--- config.mk ---
export PLATFORM = sky130hd
export DESIGN_NAME = vram_arbiter_flat
export DESIGN_NICKNAME = d
export VERILOG_FILES = /design/src/rtl/vram_arbiter_if.sv /design/src/rtl/vram_arbiter.sv /design/src/flat_wrapper.sv
export SDC_FILE = /design/constraint.sdc
export NUM_CORES = 1
export LEC_CHECK = 0
export CORE_MARGIN = 2
export CORE_UTILIZATION = 49
export CTS_BUF_LIST = sky130_fd_sc_hd__clkbuf_8
export DETAILED_ROUTE_END_ITERATION = 10
export PLACE_DENSITY = 0.78
export SYNTH_ARGS = -nofsm -noshare
export SYNTH_HDL_FRONTEND = slang
export SYNTH_SLANG_ARGS = --single-unit
--- constraint.sdc ---
create_clock -name clk -period 2.1 [get_ports clk]
set_input_delay 0.315 -clock clk [delete_from_list [all_inputs] [get_ports clk]]
set_output_delay 0.315 -clock clk [all_outputs]
set_load 0.01 [all_outputs]
--- src/rtl/vram_arbiter_if.sv ---
// vram_arbiter_if -- bundle of signals around the VRAM arbiter.
//   Display read port : disp_req, disp_addr -> disp_rvalid, disp_rdata
//   Draw write port   : wr_valid, wr_addr, wr_data -> wr_ready
//   Memory port       : mem_en, mem_we, mem_addr, mem_wdata -> mem_rdata
// Modport slave is the arbiter's view; master is the view of whoever
// drives the display/draw requests and owns the VRAM macro.
interface vram_arbiter_if #(
  parameter int ADDR_W = 17,
  parameter int DATA_W = 12
);
  logic              disp_req;
  logic [ADDR_W-1:0] disp_addr;
  logic              disp_rvalid;
  logic [DATA_W-1:0] disp_rdata;

  logic              wr_valid;
  logic              wr_ready;
  logic [ADDR_W-1:0] wr_addr;
  logic [DATA_W-1:0] wr_data;

  logic              mem_en;
  logic              mem_we;
  logic [ADDR_W-1:0] mem_addr;
  logic [DATA_W-1:0] mem_wdata;
  logic [DATA_W-1:0] mem_rdata;

  modport slave (
    input  disp_req, disp_addr, wr_valid, wr_addr, wr_data, mem_rdata,
    output disp_rvalid, disp_rdata, wr_ready,
           mem_en, mem_we, mem_addr, mem_wdata
  );

  modport master (
    output disp_req, disp_addr, wr_valid, wr_addr, wr_data, mem_rdata,
    input  disp_rvalid, disp_rdata, wr_ready,
           mem_en, mem_we, mem_addr, mem_wdata
  );
endinterface

--- src/rtl/vram_arbiter.sv ---
// vram_arbiter -- single-port VRAM slot arbiter for a VGA frame buffer.
// Every cycle one memory slot is granted, in priority order: display read,
// screen-clear write (optional), buffered draw write, else idle. Draw
// writes are queued in a 4-deep FIFO so the draw engine only stalls when
// the queue is full. Display reads return data a fixed 2 cycles after the
// request was sampled (1 register stage + 1-cycle RAM latency).
//
// Ports:
//   clk, rstn     pixel clock, async active-low reset
//   bus (slave)   display read, draw write and memory signals
//   clr_start/clr_color/clr_busy/clr_done  only with VRAM_CLEAR_EN
//
// Build option: define VRAM_CLEAR_EN to add the frame-buffer clear
// sequencer, which fills addresses 0..FB_SIZE-1 with a latched colour.
module vram_arbiter #(
  parameter int ADDR_W  = 17,
  parameter int DATA_W  = 12,
  parameter int FB_SIZE = 76800
) (
  input  logic              clk,
  input  logic              rstn,
  vram_arbiter_if.slave     bus
`ifdef VRAM_CLEAR_EN
  ,
  input  logic              clr_start,
  input  logic [DATA_W-1:0] clr_color,
  output logic              clr_busy,
  output logic              clr_done
`endif
);

  localparam int FIFO_D = 4;
  localparam int STAGES = 1;

  if (FB_SIZE < 1 || FB_SIZE > (1 << ADDR_W)) begin : g_fb_size_chk
    $error("FB_SIZE must be in 1..2**ADDR_W");
  end

  // write FIFO
  logic [FIFO_D-1:0][ADDR_W-1:0] f_addr;
  logic [FIFO_D-1:0][DATA_W-1:0] f_data;
  logic [1:0]  wp, rp;
  logic [2:0]  cnt;
  logic        push, pop;

  // slot grants
  logic        rd_grant, clr_grant, clr_act;
  logic [ADDR_W-1:0] clr_addr;
  logic [DATA_W-1:0] clr_col;

  logic [STAGES:0] vld_pipe;

  assign bus.wr_ready = (cnt != 3'(FIFO_D));
  assign push         = bus.wr_valid && bus.wr_ready;

  assign rd_grant  = bus.disp_req;
  assign clr_grant = !bus.disp_req && clr_act;
  // the FIFO is frozen while a clear owns the write slots
  assign pop       = !bus.disp_req && !clr_act && (cnt != 3'd0);

  always_ff @(posedge clk or negedge rstn) begin
    if (!rstn) begin
      wp  <= '0;
      rp  <= '0;
      cnt <= '0;
    end else begin
      if (push) wp <= wp + 2'd1;
      if (pop)  rp <= rp + 2'd1;
      case ({push, pop})
        2'b10:   cnt <= cnt + 3'd1;
        2'b01:   cnt <= cnt - 3'd1;
        default: cnt <= cnt;
      endcase
    end
  end

  // storage needs no reset: occupancy gates every read of it
  always_ff @(posedge clk) begin
    if (push) begin
      f_addr[wp] <= bus.wr_addr;
      f_data[wp] <= bus.wr_data;
    end
  end

  // memory command register; mem_addr/mem_wdata hold on idle slots
  always_ff @(posedge clk or negedge rstn) begin
    if (!rstn) begin
      bus.mem_en    <= 1'b0;
      bus.mem_we    <= 1'b0;
      bus.mem_addr  <= '0;
      bus.mem_wdata <= '0;
      vld_pipe      <= '0;
    end else begin
      vld_pipe <= {vld_pipe[STAGES-1:0], rd_grant};
      if (rd_grant) begin
        bus.mem_en   <= 1'b1;
        bus.mem_we   <= 1'b0;
        bus.mem_addr <= bus.disp_addr;
      end else if (clr_grant) begin
        bus.mem_en    <= 1'b1;
        bus.mem_we    <= 1'b1;
        bus.mem_addr  <= clr_addr;
        bus.mem_wdata <= clr_col;
      end else if (pop) begin
        bus.mem_en    <= 1'b1;
        bus.mem_we    <= 1'b1;
        bus.mem_addr  <= f_addr[rp];
        bus.mem_wdata <= f_data[rp];
      end else begin
        bus.mem_en <= 1'b0;
        bus.mem_we <= 1'b0;
      end
    end
  end

  // vld_pipe[STAGES] lines up with the RAM output register, so the read
  // data can be forwarded straight through without another flop.
  assign bus.disp_rvalid = vld_pipe[STAGES];
  assign bus.disp_rdata  = vld_pipe[STAGES] ? bus.mem_rdata : '0;

`ifdef VRAM_CLEAR_EN
  localparam logic [0:0] IDLE  = 1'b0;
  localparam logic [0:0] CLEAR = 1'b1;

  logic [0:0] clr_st;
  logic       clr_last;

  assign clr_act  = (clr_st == CLEAR);
  assign clr_busy = clr_act;
  assign clr_last = (clr_addr == ADDR_W'(FB_SIZE - 1));

  always_ff @(posedge clk or negedge rstn) begin
    if (!rstn) begin
      clr_st   <= IDLE;
      clr_addr <= '0;
      clr_col  <= '0;
      clr_done <= 1'b0;
    end else begin
      clr_done <= 1'b0;
      case (clr_st)
        IDLE: if (clr_start) begin
          clr_col  <= clr_color;
          clr_addr <= '0;
          clr_st   <= CLEAR;
        end
        CLEAR: if (clr_grant) begin
          // stop on the last word rather than wrapping the counter
          if (clr_last) begin
            clr_st   <= IDLE;
            clr_done <= 1'b1;
          end else begin
            clr_addr <= clr_addr + 1'b1;
          end
        end
        default: clr_st <= IDLE;
      endcase
    end
  end
`else
  assign clr_act  = 1'b0;
  assign clr_addr = '0;
  assign clr_col  = '0;
`endif

endmodule

--- src/flat_wrapper.sv ---
// flat-port wrapper written by rule: the top's interface ports become plain ports
module vram_arbiter_flat 
#(
  parameter int ADDR_W  = 17,
  parameter int DATA_W  = 12,
  parameter int FB_SIZE = 76800
)
  (clk, rstn, bus_disp_req, bus_disp_addr, bus_wr_valid, bus_wr_addr, bus_wr_data, bus_mem_rdata, bus_disp_rvalid, bus_disp_rdata, bus_wr_ready, bus_mem_en, bus_mem_we, bus_mem_addr, bus_mem_wdata);
  vram_arbiter_if #(.ADDR_W(ADDR_W), .DATA_W(DATA_W)) bus_i ();
  input  logic clk;
  input  logic rstn;
  input wire logic [$bits(bus_i.disp_req)-1:0] bus_disp_req;
  input wire logic [$bits(bus_i.disp_addr)-1:0] bus_disp_addr;
  input wire logic [$bits(bus_i.wr_valid)-1:0] bus_wr_valid;
  input wire logic [$bits(bus_i.wr_addr)-1:0] bus_wr_addr;
  input wire logic [$bits(bus_i.wr_data)-1:0] bus_wr_data;
  input wire logic [$bits(bus_i.mem_rdata)-1:0] bus_mem_rdata;
  output wire logic [$bits(bus_i.disp_rvalid)-1:0] bus_disp_rvalid;
  output wire logic [$bits(bus_i.disp_rdata)-1:0] bus_disp_rdata;
  output wire logic [$bits(bus_i.wr_ready)-1:0] bus_wr_ready;
  output wire logic [$bits(bus_i.mem_en)-1:0] bus_mem_en;
  output wire logic [$bits(bus_i.mem_we)-1:0] bus_mem_we;
  output wire logic [$bits(bus_i.mem_addr)-1:0] bus_mem_addr;
  output wire logic [$bits(bus_i.mem_wdata)-1:0] bus_mem_wdata;
  assign bus_i.disp_req = bus_disp_req;
  assign bus_i.disp_addr = bus_disp_addr;
  assign bus_i.wr_valid = bus_wr_valid;
  assign bus_i.wr_addr = bus_wr_addr;
  assign bus_i.wr_data = bus_wr_data;
  assign bus_i.mem_rdata = bus_mem_rdata;
  assign bus_disp_rvalid = bus_i.disp_rvalid;
  assign bus_disp_rdata = bus_i.disp_rdata;
  assign bus_wr_ready = bus_i.wr_ready;
  assign bus_mem_en = bus_i.mem_en;
  assign bus_mem_we = bus_i.mem_we;
  assign bus_mem_addr = bus_i.mem_addr;
  assign bus_mem_wdata = bus_i.mem_wdata;
  vram_arbiter #(.ADDR_W(ADDR_W), .DATA_W(DATA_W), .FB_SIZE(FB_SIZE)) u_core (.clk(clk), .rstn(rstn), .bus(bus_i));
endmodule
==> flow_metrics.py, run 1 <==
metrics = {
    "layout": {
        "post-route-util_pct": 64.19,
        "num_antenna_cells": 0,
        "final_layout_size_suffix_gt1_share_pct": 23.56,
        "final_common_cell": "edfxtp_1",
        "multiInputGateArea_mm2": 0.001419,
        "areaGrowthSynthToFinish_pct": 27.93,
        "fillCellCount": 825,
        "design_area_mm2": 0.007679,
        "final_cell_mix": "edfxtp_1 (116), clkdlybuf4s50_1 (104), dfrtp_1 (39), mux4_2 (29), clkbuf_8 (17)",
        "num-nets-final": 489,
        "register_area_mm2": 0.004486,
    },
    "route": {
        "total_detailed_routing_wirelength_mm": 11.34,
        "detail_route.wl_per_cell_um": 19.54,
        "detailedRoute.firstIterationViolations": 156,
        "drc_violations_left": 0,
        "vias_per_cell": 5.353,
        "detailroute.via_count": 3105,
        "remaining_antenna_violation_count": 0,
        "drt_pass1_iterations": 4,
    },
    "global_routing": {
        "grt_pass1_vias": 3474,
        "track_usage_pct": 18.55,
        "global_route_wire_length_before_repair_mm": 17.66,
        "maximum_number_of_pins_on_one_net_before_global_route_repair": 41,
        "globalRoute.totalOverflow": 0,
        "antenna_found_initial": 0,
    },
    "logic_synthesis": {
        "mean_post_synth_cell_area_um2": 20.48,
        "synth_enable_flop_cells": 116,
        "ys_seq_area_share_pct": 74.71,
        "ys_async_sr_fraction_pct": 25.64,
        "synth_cell_type_count": 30,
        "synth_seq_cells": 156,
        "synthesis.area_mm2": 0.006002,
        "gate_count_post_synth": 293,
        "synth.net_count": 361,
        "yosysWarnings": 0,
        "yosys_most_used_dff": "edfxtp_1",
    },
    "worst_setup_path": {
        "worstSetupEndpointType": "flop",
        "cp.arrival_ns": 2.39,
        "worstPathCellList": "or3b_4 -> and2_4 -> inv_2 -> ha_4 -> inv_2 -> fa_2 -> xor2_1 -> nor2_1 -> xor2_1",
        "path_class": "flop to flop",
        "slowest_delay_ns": 0.40,
        "worstSetupStartpointType": "flop",
        "cp_slowest_cell": "or3b_4",
        "critPathRequiredTime_ns": 2.46,
        "crit_path_max_fanout": 2,
    },
    "timing": {
        "worst_clock_skew_ns": 0.005534,
        "final_setup_violation_count": 0,
        "max_clock_freq_ghz": 0.4922,
        "hold-worst-slack_ns": 0.3548,
        "final_hold_viol_count": 0,
        "worst_pin_slew_ns": 0.7891,
        "unrepaired_setup_endpoints_after_global_routing": "true",
        "worst_slew_margin_pct": 47.39,
        "layout_min_cycle_time_ns": 2.032,
        "period_share_pct": 96.74,
        "final_max_slew_viol_count": 0,
    },
    "worst_hold_path": {
        "min_path_type": "flop to flop",
    },
    "placement": {
        "place.gp.congestion": 0.7087,
        "post-dp-hpwl_mm": 7.177,
        "buffer_ports.inserted": 106,
        "detailed_place.area_mm2": 0.007282,
    },
    "clocking": {
        "cts_buffer_depth": 2,
        "cts_root_buf": "clkbuf_8",
        "cts_tree": "yes",
        "cts.sinks": 156,
        "cts-htree-levels": 4,
        "clk-insertion-delay-late_ns": 0.44,
        "cts.clk_slew.worst_paths_ns": 0.07,
        "cts_inserted_buffers": 17,
    },
    "floorplanning": {
        "starting_density_of_the_core_pct": 50.18,
        "fp.dieH_um": 114.7,
        "floorplan.rows": 40,
        "die-width_um": 114.7,
        "io_pins": 107,
        "core_mm2": 0.01196,
        "floorplan.die_area_mm2": 0.01315,
    },
    "power_and_ir_drop": {
        "total_leakage_power_uw": 0.002724,
        "power_per_cell_area_mw_per_mm2": 1254,
        "ir_drop_mv": 0.8563,
        "fin_total_pwr_uw": 9625,
    },
    "job": {
        "drv_cap": 0,
    },
    "status": {
        "run_status": "finished clean",
    },
}
-- worst paths after layout --
check                      cells past startpoint                from                      to  slack [ns]
min                                            0  u_core.vld_pipe[0]      u_core.vld_pipe[1]        0.35
max in group asynchronous                      3                rstn            u_core.rp[0]        1.21
min reg2reg                                    0  u_core.vld_pipe[0]      u_core.vld_pipe[1]        0.35
max reg2reg                                    9       u_core.cnt[0]           u_core.cnt[2]        0.07
max                                            9       u_core.cnt[0]           u_core.cnt[2]        0.07
min in group asynchronous                      3                rstn  u_core.bus.mem_addr[6]        0.50
-- registers in the layout, indices dropped and copies added, names as in the netlist --
name,flops
u_core.f_addr,68
u_core.f_data,48
u_core.bus.mem_addr,17
u_core.bus.mem_wdata,12
u_core.cnt,3
u_core.rp,2
u_core.vld_pipe,2
u_core.wp,2
u_core.bus.mem_en,1
u_core.bus.mem_we,1
-- Yosys cell counts (2+ instances only) --
library cell | n | share of area (%)
xnor2_1 | 3 | 0.44
and2_1 | 13 | 1.4
dfrtp_1 | 40 | 17
mux4_2 | 29 | 11
buf_2 | 4 | 0.33
o221a_1 | 9 | 1.7
or2b_1 | 8 | 1.0
edfxtp_1 | 116 | 58
buf_6 | 2 | 0.38
and3_1 | 4 | 0.42
nand2b_1 | 6 | 0.63
nor2_1 | 4 | 0.25
mux2_2 | 13 | 2.4
buf_4 | 2 | 0.25
inv_1 | 9 | 0.56
clkbuf_1 | 5 | 0.31
o221a_2 | 5 | 0.94
a221o_1 | 3 | 0.50
ha_1 | 5 | 1.0
xor2_1 | 3 | 0.44
-- layout make-up --
class	count	share of cell area [%]
Sequential cell	156	58.42
Multi-Input combinational cell	113	18.48
Inverter	10	0.5214
Tap cell	147	2.395
Clock buffer	17	3.047
Clock inverter	14	1.548
Timing Repair Buffer	123	15.59
-- kinds of logic (layout without fill, tap and decap cells) --
group                    after synthesis  count (layout)  share of synthesized area, %
buffers and inverters                 24             164                         2.147
AND/OR/NAND/NOR                       41              41                         4.357
multiplexers                          42              42                         13.32
adder cells (fa/ha/maj)                6               6                         1.376
flip-flops                           156             156                         74.71
XOR/XNOR                               6               6                        0.8757
AO/OA/AOI/OAI                         18              18                         3.210
-- power by group --
group          leakage [uW]  switching [uW]  internal [uW]
clock              0.000189            1010           1010
sequential          0.00152             283           4170
combinational       0.00101            1400           1750
-- layer usage --
metal | track usage (%) | part of all wire [%] | vias to the layer above
met3 | 5.241 | 4.3 | 14
li1 | - | - | 1413
met1 | 21.55 | 40 | 1593
met5 | 0 | 0 | -
met2 | 32.43 | 54 | 85
met4 | 7.642 | 1.5 | 0
-- stage by stage --
step	setup TNS, ns	setup slack (ns)	std cells
after global placement	-0.006902	-0.006902	546
final	0	0.06837	580
after global routing	-0.07103	-0.05419	580
after CTS	0	0.002346	578
after detailed placement	-0.1053	-0.1053	546
after floorplan	0	0.01648	293
-- what timing repair did --
action | 4_1_cts | 5_1_grt
hold buffers | 1 | 0
hold endpoints to repair | 40 | 0
setup buffers | 0 | 2
resized for setup | 1 | 6
endpoints found under the setup margin | 2 | 2
pin swaps | 1 | 6
-- critical path, delay by kind of cell, from the launching register on --
kind / cells / cell delay, ns
XOR/XNOR: 2 / 0.33
AND/OR/NAND/NOR: 3 / 0.67
adder cells (fa/ha/maj): 2 / 0.48
buffers and inverters: 2 / 0.10
flip-flops: 1 / 0.38
(Power assumes the default switching activity.)
==> run 2: changes to the inputs <==
--- a/config.mk
+++ b/config.mk
@@ -9,7 +9,7 @@
 export CORE_UTILIZATION = 49
 export CTS_BUF_LIST = sky130_fd_sc_hd__clkbuf_8
 export DETAILED_ROUTE_END_ITERATION = 10
-export PLACE_DENSITY = 0.78
+export PLACE_DENSITY = 0.79
 export SYNTH_ARGS = -nofsm -noshare
 export SYNTH_HDL_FRONTEND = slang
 export SYNTH_SLANG_ARGS = --single-unit
==> run 2 against run 1 <==
Compared with the run above:
- combinational power is essentially flat
- sequential share of layout area is 0.62 points lower
- die area stayed put
- critical endpoint unchanged
- clock power up 12%
- setup slack worse by 0.032 ns
- fmax fell by 1.5%
- global-route usage grew 1.1 points
- count of clock-buffer cells in the layout unchanged
- largest power group unchanged
- utilization is 0.71 points higher
- final cell count increased by 0.34%
==> flow_metrics.py, run 2 (same netlist as run 1, synthesis figures left out) <==
metrics = {
    "status": {
        "run_status": "finished clean",
    },
    "route": {
        "detailedRoute.firstIterationViolations": 168,
        "drc_violations_left": 0,
        "vias_per_cell": 5.361,
        "total_detailed_routing_wirelength_mm": 11.91,
        "detailroute.via_count": 3120,
        "drt_pass1_iterations": 4,
        "detail_route.wl_per_cell_um": 20.46,
        "remaining_antenna_violation_count": 0,
    },
    "timing": {
        "worst_clock_skew_ns": 0.01618,
        "max_clock_freq_ghz": 0.4846,
        "worst_slew_margin_pct": 44.66,
        "final_setup_violation_count": 0,
        "final_max_slew_viol_count": 0,
        "worst_pin_slew_ns": 0.8301,
        "period_share_pct": 98.26,
        "unrepaired_setup_endpoints_after_global_routing": "true",
        "layout_min_cycle_time_ns": 2.064,
        "final_hold_viol_count": 0,
    },
    "clocking": {
        "cts.clk_slew.worst_paths_ns": 0.09,
        "cts_root_buf": "clkbuf_8",
        "cts.sinks": 156,
        "cts_buffer_depth": 2,
        "cts_tree": "yes",
        "cts-htree-levels": 4,
        "clk-insertion-delay-late_ns": 0.43,
        "cts_inserted_buffers": 17,
    },
    "power_and_ir_drop": {
        "power.clock.fraction_pct": 22.7,
        "seq_power_share_pct": 45.6,
        "ir_drop_mv": 0.8705,
        "total_leakage_power_uw": 0.002749,
        "intPower_uw": 7145,
        "pwr-share-comb_pct": 31.7,
        "netSwitchingPower_uw": 2833,
        "swShare_pct": 28.39,
        "power_per_cell_area_mw_per_mm2": 1285,
    },
    "global_routing": {
        "maximum_number_of_pins_on_one_net_before_global_route_repair": 31,
        "antenna_found_initial": 0,
        "globalRoute.totalOverflow": 0,
        "grt_pass1_vias": 3457,
        "track_usage_pct": 19.64,
        "global_route_wire_length_before_repair_mm": 18.49,
    },
    "floorplanning": {
        "floorplan.rows": 40,
        "io_pins": 107,
        "fp.dieH_um": 114.7,
        "core_mm2": 0.01196,
        "die-width_um": 114.7,
        "floorplan.die_area_mm2": 0.01315,
        "starting_density_of_the_core_pct": 50.18,
    },
    "worst_setup_path": {
        "family_with_the_most_delay_on_the_worst_path": "simple AND/OR/NAND/NOR gates",
        "cp.arrival_ns": 2.43,
        "worstPathCellList": "or3b_4 -> and2_4 -> inv_1 -> ha_2 -> inv_1 -> fa_2 -> xor2_1 -> nor2_1 -> xor2_1",
        "slowest_delay_ns": 0.40,
        "cp_slowest_cell": "or3b_4",
        "critPathRequiredTime_ns": 2.47,
        "crit_path_max_fanout": 2,
        "worstSetupStartpointType": "flop",
        "cp_num_buf_inv": 2,
        "path_class": "flop to flop",
        "worstSetupEndpointType": "flop",
    },
    "layout": {
        "finalNonFillerCells": 582,
        "final_common_cell": "edfxtp_1",
        "num_antenna_cells": 0,
        "areaGrowthSynthToFinish_pct": 29.35,
        "reg_top3": "u_core.f_addr (68), u_core.f_data (48), u_core.bus.mem_addr (17)",
        "post-route-util_pct": 64.91,
        "fillCellCount": 835,
        "largest_register_ff_count": 68,
        "final_cell_mix": "edfxtp_1 (116), clkdlybuf4s50_1 (104), dfrtp_1 (38), mux4_2 (29), clkbuf_8 (17)",
        "max_flop_register": "u_core.f_addr",
        "final_layout_size_suffix_gt1_share_pct": 25.06,
        "num-nets-final": 491,
    },
    "placement": {
        "post-dp-hpwl_mm": 7.342,
        "buffer_ports.inserted": 106,
        "post-place-cells": 548,
        "place.gp.congestion": 0.7814,
    },
    "worst_hold_path": {
        "min_path_type": "primary input to asynchronous set/reset pin",
    },
    "job": {
        "drv_cap": 0,
    },
}
[run 2: cell types whose count changed in the layout (fill, tap and decap cells not counted)]
cell,previous run,this run
clkinvlp_4,3,4
dfrtp_1,39,38
clkinv_1,2,0
dfrtp_2,1,2
ha_2,0,1
inv_2,2,0
clkinv_4,0,3
bufinv_16,2,3
clkinv_2,2,1
inv_6,0,2
buf_12,1,3
inv_1,12,10
ha_4,1,0
[run 2: path summary, 6_finish.rpt]
check	startpoint	cells after the start	slack, ns	endpoint
max in group asynchronous	rstn	3	1.36	u_core.rp[0]
setup reg to reg	u_core.cnt[1]	9	0.04	u_core.cnt[2]
hold / removal	rstn	2	0.19	u_core.wp[0]
min in group clk	u_core.vld_pipe[0]	0	0.35	u_core.vld_pipe[1]
setup / recovery	u_core.cnt[1]	9	0.04	u_core.cnt[2]
hold reg to reg	u_core.vld_pipe[0]	0	0.35	u_core.vld_pipe[1]
[run 2: metal layers]
metal / wire, um / share of wire, % / track usage [%]
met1: 4691 / 39 / 23.06
met5: 0 / 0 / 0
met3: 744 / 6.2 / 5.400
met4: 104 / 0.87 / 6.992
met2: 6366 / 53 / 34.75
[run 2: power by group through the flow]
stage	Combinational [uW]	Sequential (uW)	Clock, uW
2_1_floorplan	1730	4590	0
3_5_place_dp	3160	4620	0
6_report	3170	4550	2260
3_3_place_gp	3070	4560	0
4_1_cts	3190	4560	2320
5_1_grt	3410	4630	2460
[run 2: final cells by class]
cell class	instances	area [um^2]	share of cell area (%)
tap	147	183.9	2.369
multi-input combinational	113	1409	18.15
clock inverter	14	172.7	2.224
timing repair buffer	125	1237	15.94
inverter	10	40.04	0.5157
clock buffer	17	234.0	3.014
sequential	156	4487	57.79
[run 2: through the flow]
| stage | total power, uW | TNS, ns | worst slack, ns | area, um^2 | hold slack (ns) |
|---|---|---|---|---|---|
| floorplan | 6325 | 0 | 0.01648 | 6013 | 0.01941 |
| global placement | 7636 | -0.004754 | -0.004754 | 7322 | 0.1113 |
| detailed placement | 7777 | -0.07580 | -0.07580 | 7322 | 0.1103 |
| CTS | 10070 | 0 | 0.006008 | 7737 | 0.1584 |
| global route | 10500 | -0.05291 | -0.05291 | 7764 | 0.1740 |
| finish | 9978 | 0 | 0.03647 | 7764 | 0.1876 |
[run 2: what timing repair did]
action | 4_1_cts | 5_1_grt
endpoints found under the setup margin | 1 | 7
hold buffers | 1 | 0
resized for setup | 1 | 4
endpoints found under the hold margin | 40 | 0
setup buffers | 0 | 2
pin swaps | 0 | 2
cloned | 0 | 0
==> run 3: changes to the inputs <==
--- a/config.mk
+++ b/config.mk
@@ -9,7 +9,9 @@
 export CORE_UTILIZATION = 49
 export CTS_BUF_LIST = sky130_fd_sc_hd__clkbuf_8
 export DETAILED_ROUTE_END_ITERATION = 10
+export GPL_ROUTABILITY_DRIVEN = 1
 export PLACE_DENSITY = 0.79
 export SYNTH_ARGS = -nofsm -noshare
 export SYNTH_HDL_FRONTEND = slang
 export SYNTH_SLANG_ARGS = --single-unit
+export TNS_END_PERCENT = 50
==> results of run 3 <==
No change in the layout: final DEF, timing and power equal those of run 2.
